--- config.mk ---
export PLATFORM = sky130hd
export DESIGN_NAME = maxpool2x2_stream
export DESIGN_NICKNAME = d
export VERILOG_FILES = /design/src/rtl/s4_pkg.sv /design/src/rtl/fp16_max2.sv /design/src/rtl/maxpool2x2_stream.sv
export SDC_FILE = /design/constraint.sdc
export NUM_CORES = 1
export LEC_CHECK = 0
export CORE_MARGIN = 5
export CORE_UTILIZATION = 55
export DETAILED_ROUTE_END_ITERATION = 8
export HOLD_SLACK_MARGIN = 0.03
export PLACE_DENSITY = 0.81
export SETUP_SLACK_MARGIN = 0.02
export SLEW_MARGIN = 25
export SYNTH_ARGS = -nofsm -noshare
export SYNTH_HDL_FRONTEND = slang
export SYNTH_SLANG_ARGS = --single-unit
--- constraint.sdc ---
create_clock -name clk -period 7.5 [get_ports clk]
set_clock_uncertainty 0.15 [all_clocks]
set_input_delay 2.25 -clock clk [delete_from_list [all_inputs] [get_ports clk]]
set_output_delay 2.25 -clock clk [all_outputs]
set_load 0.01 [all_outputs]
--- src/rtl/s4_pkg.sv ---
// Shared FP16 types and ordering helpers for the S4 max-pool stage.
package s4_pkg;

  localparam int FP16_W = 16;

  typedef logic [FP16_W-1:0] fp16_t;

  // Map an FP16 bit pattern to an unsigned key whose integer order matches
  // numeric order. Negative values are inverted so larger magnitudes sort
  // lower, and positive values get their sign bit set so they sort above
  // every negative value. This also places -0 just below +0.
  function automatic fp16_t fp16_key(fp16_t x);
    return x[15] ? ~x : (x ^ 16'h8000);
  endfunction

  // Larger of two FP16 values. On a tie the first operand wins.
  function automatic fp16_t fp16_max(fp16_t a, fp16_t b);
    return (fp16_key(b) > fp16_key(a)) ? b : a;
  endfunction

endpackage

--- src/rtl/fp16_max2.sv ---
// Combinational two-input FP16 maximum. When both inputs are equal, a is returned.
module fp16_max2
  import s4_pkg::*;
(
  input  fp16_t a,
  input  fp16_t b,
  output fp16_t y
);

  assign y = fp16_max(a, b);

endmodule

--- src/rtl/maxpool2x2_stream.sv ---
// Streaming 2x2 stride-2 FP16 max-pool over a CHANNELS x H x W frame.
// Even rows fold each horizontal pair into a half-width row buffer. On odd
// rows, the stored pair is folded with the new pair, and the window result
// is emitted on the bottom-right element.
module maxpool2x2_stream
  import s4_pkg::*;
#(
  parameter int DATA_WIDTH = 16,
  parameter int H          = 10,
  parameter int W          = 10,
  parameter int CHANNELS   = 16
) (
  input  logic                  clk,
  input  logic                  rst,
  input  logic [DATA_WIDTH-1:0] in_data,
  input  logic                  in_valid,
  output logic                  in_ready,
  output logic [DATA_WIDTH-1:0] out_data,
  output logic                  out_valid,
  input  logic                  out_ready,
  output logic                  frame_done
);

  localparam int COL_W = (W > 1) ? $clog2(W) : 1;
  localparam int ROW_W = (H > 1) ? $clog2(H) : 1;
  localparam int CH_W  = (CHANNELS > 1) ? $clog2(CHANNELS) : 1;
  localparam int IDX_W = ((W / 2) > 1) ? $clog2(W / 2) : 1;

  localparam logic [COL_W-1:0] COL_MAX = COL_W'(W - 1);
  localparam logic [ROW_W-1:0] ROW_MAX = ROW_W'(H - 1);
  localparam logic [CH_W-1:0]  CH_MAX  = CH_W'(CHANNELS - 1);

  logic [COL_W-1:0]      col;
  logic [ROW_W-1:0]      row;
  logic [CH_W-1:0]       ch;
  logic [DATA_WIDTH-1:0] h;
  logic [DATA_WIDTH-1:0] rowbuf [W/2];
  logic [IDX_W-1:0]      idx;
  logic                  out_last;
  fp16_t                 max_h;
  fp16_t                 max_buf;
  logic                  xfer_in;
  logic                  xfer_out;
  logic                  produce;
  logic                  col_end;
  logic                  row_end;
  logic                  last_win;

  assign in_ready = ~out_valid | out_ready;
  assign xfer_in  = in_valid & in_ready;
  assign xfer_out = out_valid & out_ready;
  assign produce  = xfer_in & row[0] & col[0];
  assign col_end  = (col == COL_MAX);
  assign row_end  = (row == ROW_MAX);
  assign last_win = col_end & row_end & (ch == CH_MAX);
  assign idx      = IDX_W'(col >> 1);

  // The horizontal fold and the final window fold both compare against h.
  fp16_max2 u_max_h (
    .a (h),
    .b (in_data),
    .y (max_h)
  );

  // The odd-row, even-column fold compares against the stored row-buffer pair.
  fp16_max2 u_max_buf (
    .a (rowbuf[idx]),
    .b (in_data),
    .y (max_buf)
  );

  // Position counters, output register and frame-done pulse.
  always_ff @(posedge clk) begin
    if (rst) begin
      col        <= '0;
      row        <= '0;
      ch         <= '0;
      out_valid  <= 1'b0;
      out_data   <= '0;
      out_last   <= 1'b0;
      frame_done <= 1'b0;
    end else begin
      frame_done <= xfer_out & out_last;
      if (xfer_in) begin
        if (col_end) begin
          col <= '0;
          if (row_end) begin
            row <= '0;
            ch  <= (ch == CH_MAX) ? '0 : ch + 1'b1;
          end else begin
            row <= row + 1'b1;
          end
        end else begin
          col <= col + 1'b1;
        end
      end
      if (produce) begin
        out_valid <= 1'b1;
        out_data  <= max_h;
        out_last  <= last_win;
      end else if (xfer_out) begin
        out_valid <= 1'b0;
      end
    end
  end

  // Partial-window datapath. This state is always written before it is read
  // within a window, so it needs no reset.
  always_ff @(posedge clk) begin
    if (xfer_in) begin
      if (!row[0]) begin
        if (!col[0]) h <= in_data;
        else         rowbuf[idx] <= max_h;
      end else if (!col[0]) begin
        h <= max_buf;
      end
    end
  end

endmodule
==> metrics.yaml <==
status:
  outcome: "finished clean"
cells_and_area:
  area_growth_pct: 17.2
  fin_nets: 566
  drive_above_1_share_pct: 15.2
  design_area_mm2: 0.00750
  n_fill_cell: 817
  regArea_mm2: 0.00356
  num_antenna_cells: 0
  multi_input_area_mm2: 0.00267
  fin_cells: 668
min_path:
  hold_start: "out_last"
  min_to: "out_last"
  hold_path_depth: 2
  holdCritPathClass: "reg2reg"
grt:
  gr-total-overflow: 0
  grt_pass1_wl_mm: 22.3
  grt.total_usage_pct: 20.7
  grt_start_max_net_pins: 31
  grt_pass1_vias: 4229
  antenna_found_initial: 0
route:
  wl_per_cell_um: 20.6
  ant_nets: 0
  viasPerCell: 5.80
  vias: 3873
  drt-initial-drc-count: 244
  firstDrtPassIters: 4
  totalWireLength_mm: 13.7
  drc: 0
floorplan:
  rows: 39
  io_pins: 39
  die_y_um: 118
  dieArea_mm2: 0.0139
  start_util_pct: 56.0
  die_x_um: 118
  fp.coreArea_mm2: 0.0114
synth:
  syn_avg_cell_area_um2: 13.5
  ys_ff_latch: 130
  yosysMostFrequentCell: "edfxtp_1"
  ys_top_cells_by_count: "96 x edfxtp_1, 48 x nor2_1, 34 x dfxtp_1, 33 x ha_1, 32 x xnor2_1"
  synth-edff-count: 96
  ys_types: 47
  netlist_area_mm2: 0.00640
  syn_inst: 473
  yosys_warnings: 0
  synthTopCellsByArea: "edfxtp_1 45%, dfxtp_1 11%, ha_1 6.5%, mux4_2 5.6%, mux2i_1 4.7%"
  yosysTopAreaCell: "edfxtp_1"
  ys_seq_area_share_pct: 55.7
  syn_nets: 526
  async_reset_ff_share_pct: 0
  synth_top_area_share_pct: 45.1
  ys.flop_type: "edfxtp_1"
placed_design:
  dp_cells: 636
  place_ws_ps: 1290
  portBuffers: 38
  placed_area_mm2: 0.00687
  place_hpwl_mm: 9.07
  gp_congestion: 0.908
clocking:
  cts.clk_slew.worst_paths_ps: 50
  cts_tree: "done"
  cts-root-buf: "clkbuf_16"
  cts_sinks: 130
  post_cts_buffers: 0
  clock_latency_ps: 410
  htreeDepth: 4
  cts_resized: 0
  cts_buffers: 17
  holdBufCountCts: 0
  clockBufferDepth: 2
power:
  leakagePower_uw: 0.00265
  p_per_area_mw_per_mm2: 251
  vdd_ir_drop_max_v: 0.000174
  power_uw: 1880
critical_path:
  reg2reg_slack_ps: 2670
  cp_max_fo: 17
  reg2regPathDepth: 11
  required_ps: 7650
  cp.arrival_ps: 6010
  startpoint_type: "input port"
  r2r_end: "h[10]"
  cp-end-kind: "flip-flop"
  worstSetupPathType: "in2reg"
timing:
  finalHoldViolCount: 0
  maxSlewViolCount: 0
  slew_headroom_pct: 31.7
  worstMarginPinSlew_ps: 1020
  fin_crit_sh_pct: 78.2
  rsz0062_at_grt: "false"
  period_needed_ps: 5870
  fmaxAchievable_mhz: 170
  layout_setup_ws_ps: 1630
  setup_viol: 0
  fin_tns_setup_ps: 0
run:
  drv_cap: 0
## layout make-up
type | count | area share, %
clock buffers | 20 | 5.96
clock inverters | 11 | 2.15
inverters | 20 | 1.00
multi-input cells | 303 | 35.6
flip-flops and latches | 130 | 47.5
well taps | 143 | 2.39
repair buffers | 41 | 5.41
## power by group
part	internal, uW	switching (uW)	leakage (uW)
Clock	560	291	0.000301
Sequential	800	9.88	0.00115
Combinational	100	122	0.00120
Total	1460	422	0.00265
## cells by family (layout without fill, tap and decap cells)
| family | Yosys count | in the layout | share of synthesized area [%] |
|---|---|---|---|
| AO/OA/AOI/OAI | 53 | 53 | 5.48 |
| XOR/XNOR | 51 | 51 | 6.98 |
| adder cells (fa/ha/maj) | 33 | 33 | 6.46 |
| buffers and inverters | 40 | 92 | 3.01 |
| flip-flops | 130 | 130 | 55.7 |
| multiplexers | 65 | 65 | 14.4 |
| AND/OR/NAND/NOR | 101 | 101 | 7.92 |
## how the worst max path moves through the flow
stage	start	end	slack [ps]	cells after the start
CTS	out_ready	in_ready	1650	3
floorplan	in_data[15]	out_data[0]	2320	11
finish	in_data[15]	out_data[13]	1630	9
global route	in_data[15]	h[7]	1480	10
global placement	in_data[15]	out_data[14]	1400	9
detailed placement	in_data[15]	h[10]	1290	10
## worst max-delay path, cell delays in order
cell and delay, ps:
clkdlybuf4s50_1 1140, xor2_1 250, ha_1 390, and4_4 190, nor4b_4 130, a221o_2 380
o22ai_4 600, mux2_2 470, o21a_1 200
## through the flow
stage | hold WS, ps | utilization (%)
finish | 309 | 65.7
global route | 354 | 65.7
CTS | 311 | 65.5
detailed placement | 304 | 60.1
global placement | 295 | 60.2
floorplan | 278 | -
## sequential cells by signal, summed over array words and instances (netlist names), named ones only
register    cells
out_last        1
rowbuf         80
ch              4
row             4
frame_done      1
out_data       16
h              16
col             4
out_valid       1
## routing by layer
layer  wire (um)  part of all wire, %  global-route usage [%]  vias up
met4          85                 0.62                    8.17        0
met1        6320                   46                    28.4     1948
met5           0                    0                       0        -
met3         658                  4.8                    4.08        8
li1            -                    -                       -     1816
met2        6680                   49                    32.5      101
## cell usage in the layout, fill, tap and decap left out, drive strengths merged, types with 19 or more instances in the layout
cell type and instances:
edfxtp 96, nor2 48, clkdlybuf4s50 37, dfxtp 34, ha 33, xnor2 32
mux2i 31, inv 20, a21oi 20, clkbuf 20, xor2 19
Note: power is estimated with default switching activity, not from simulation.
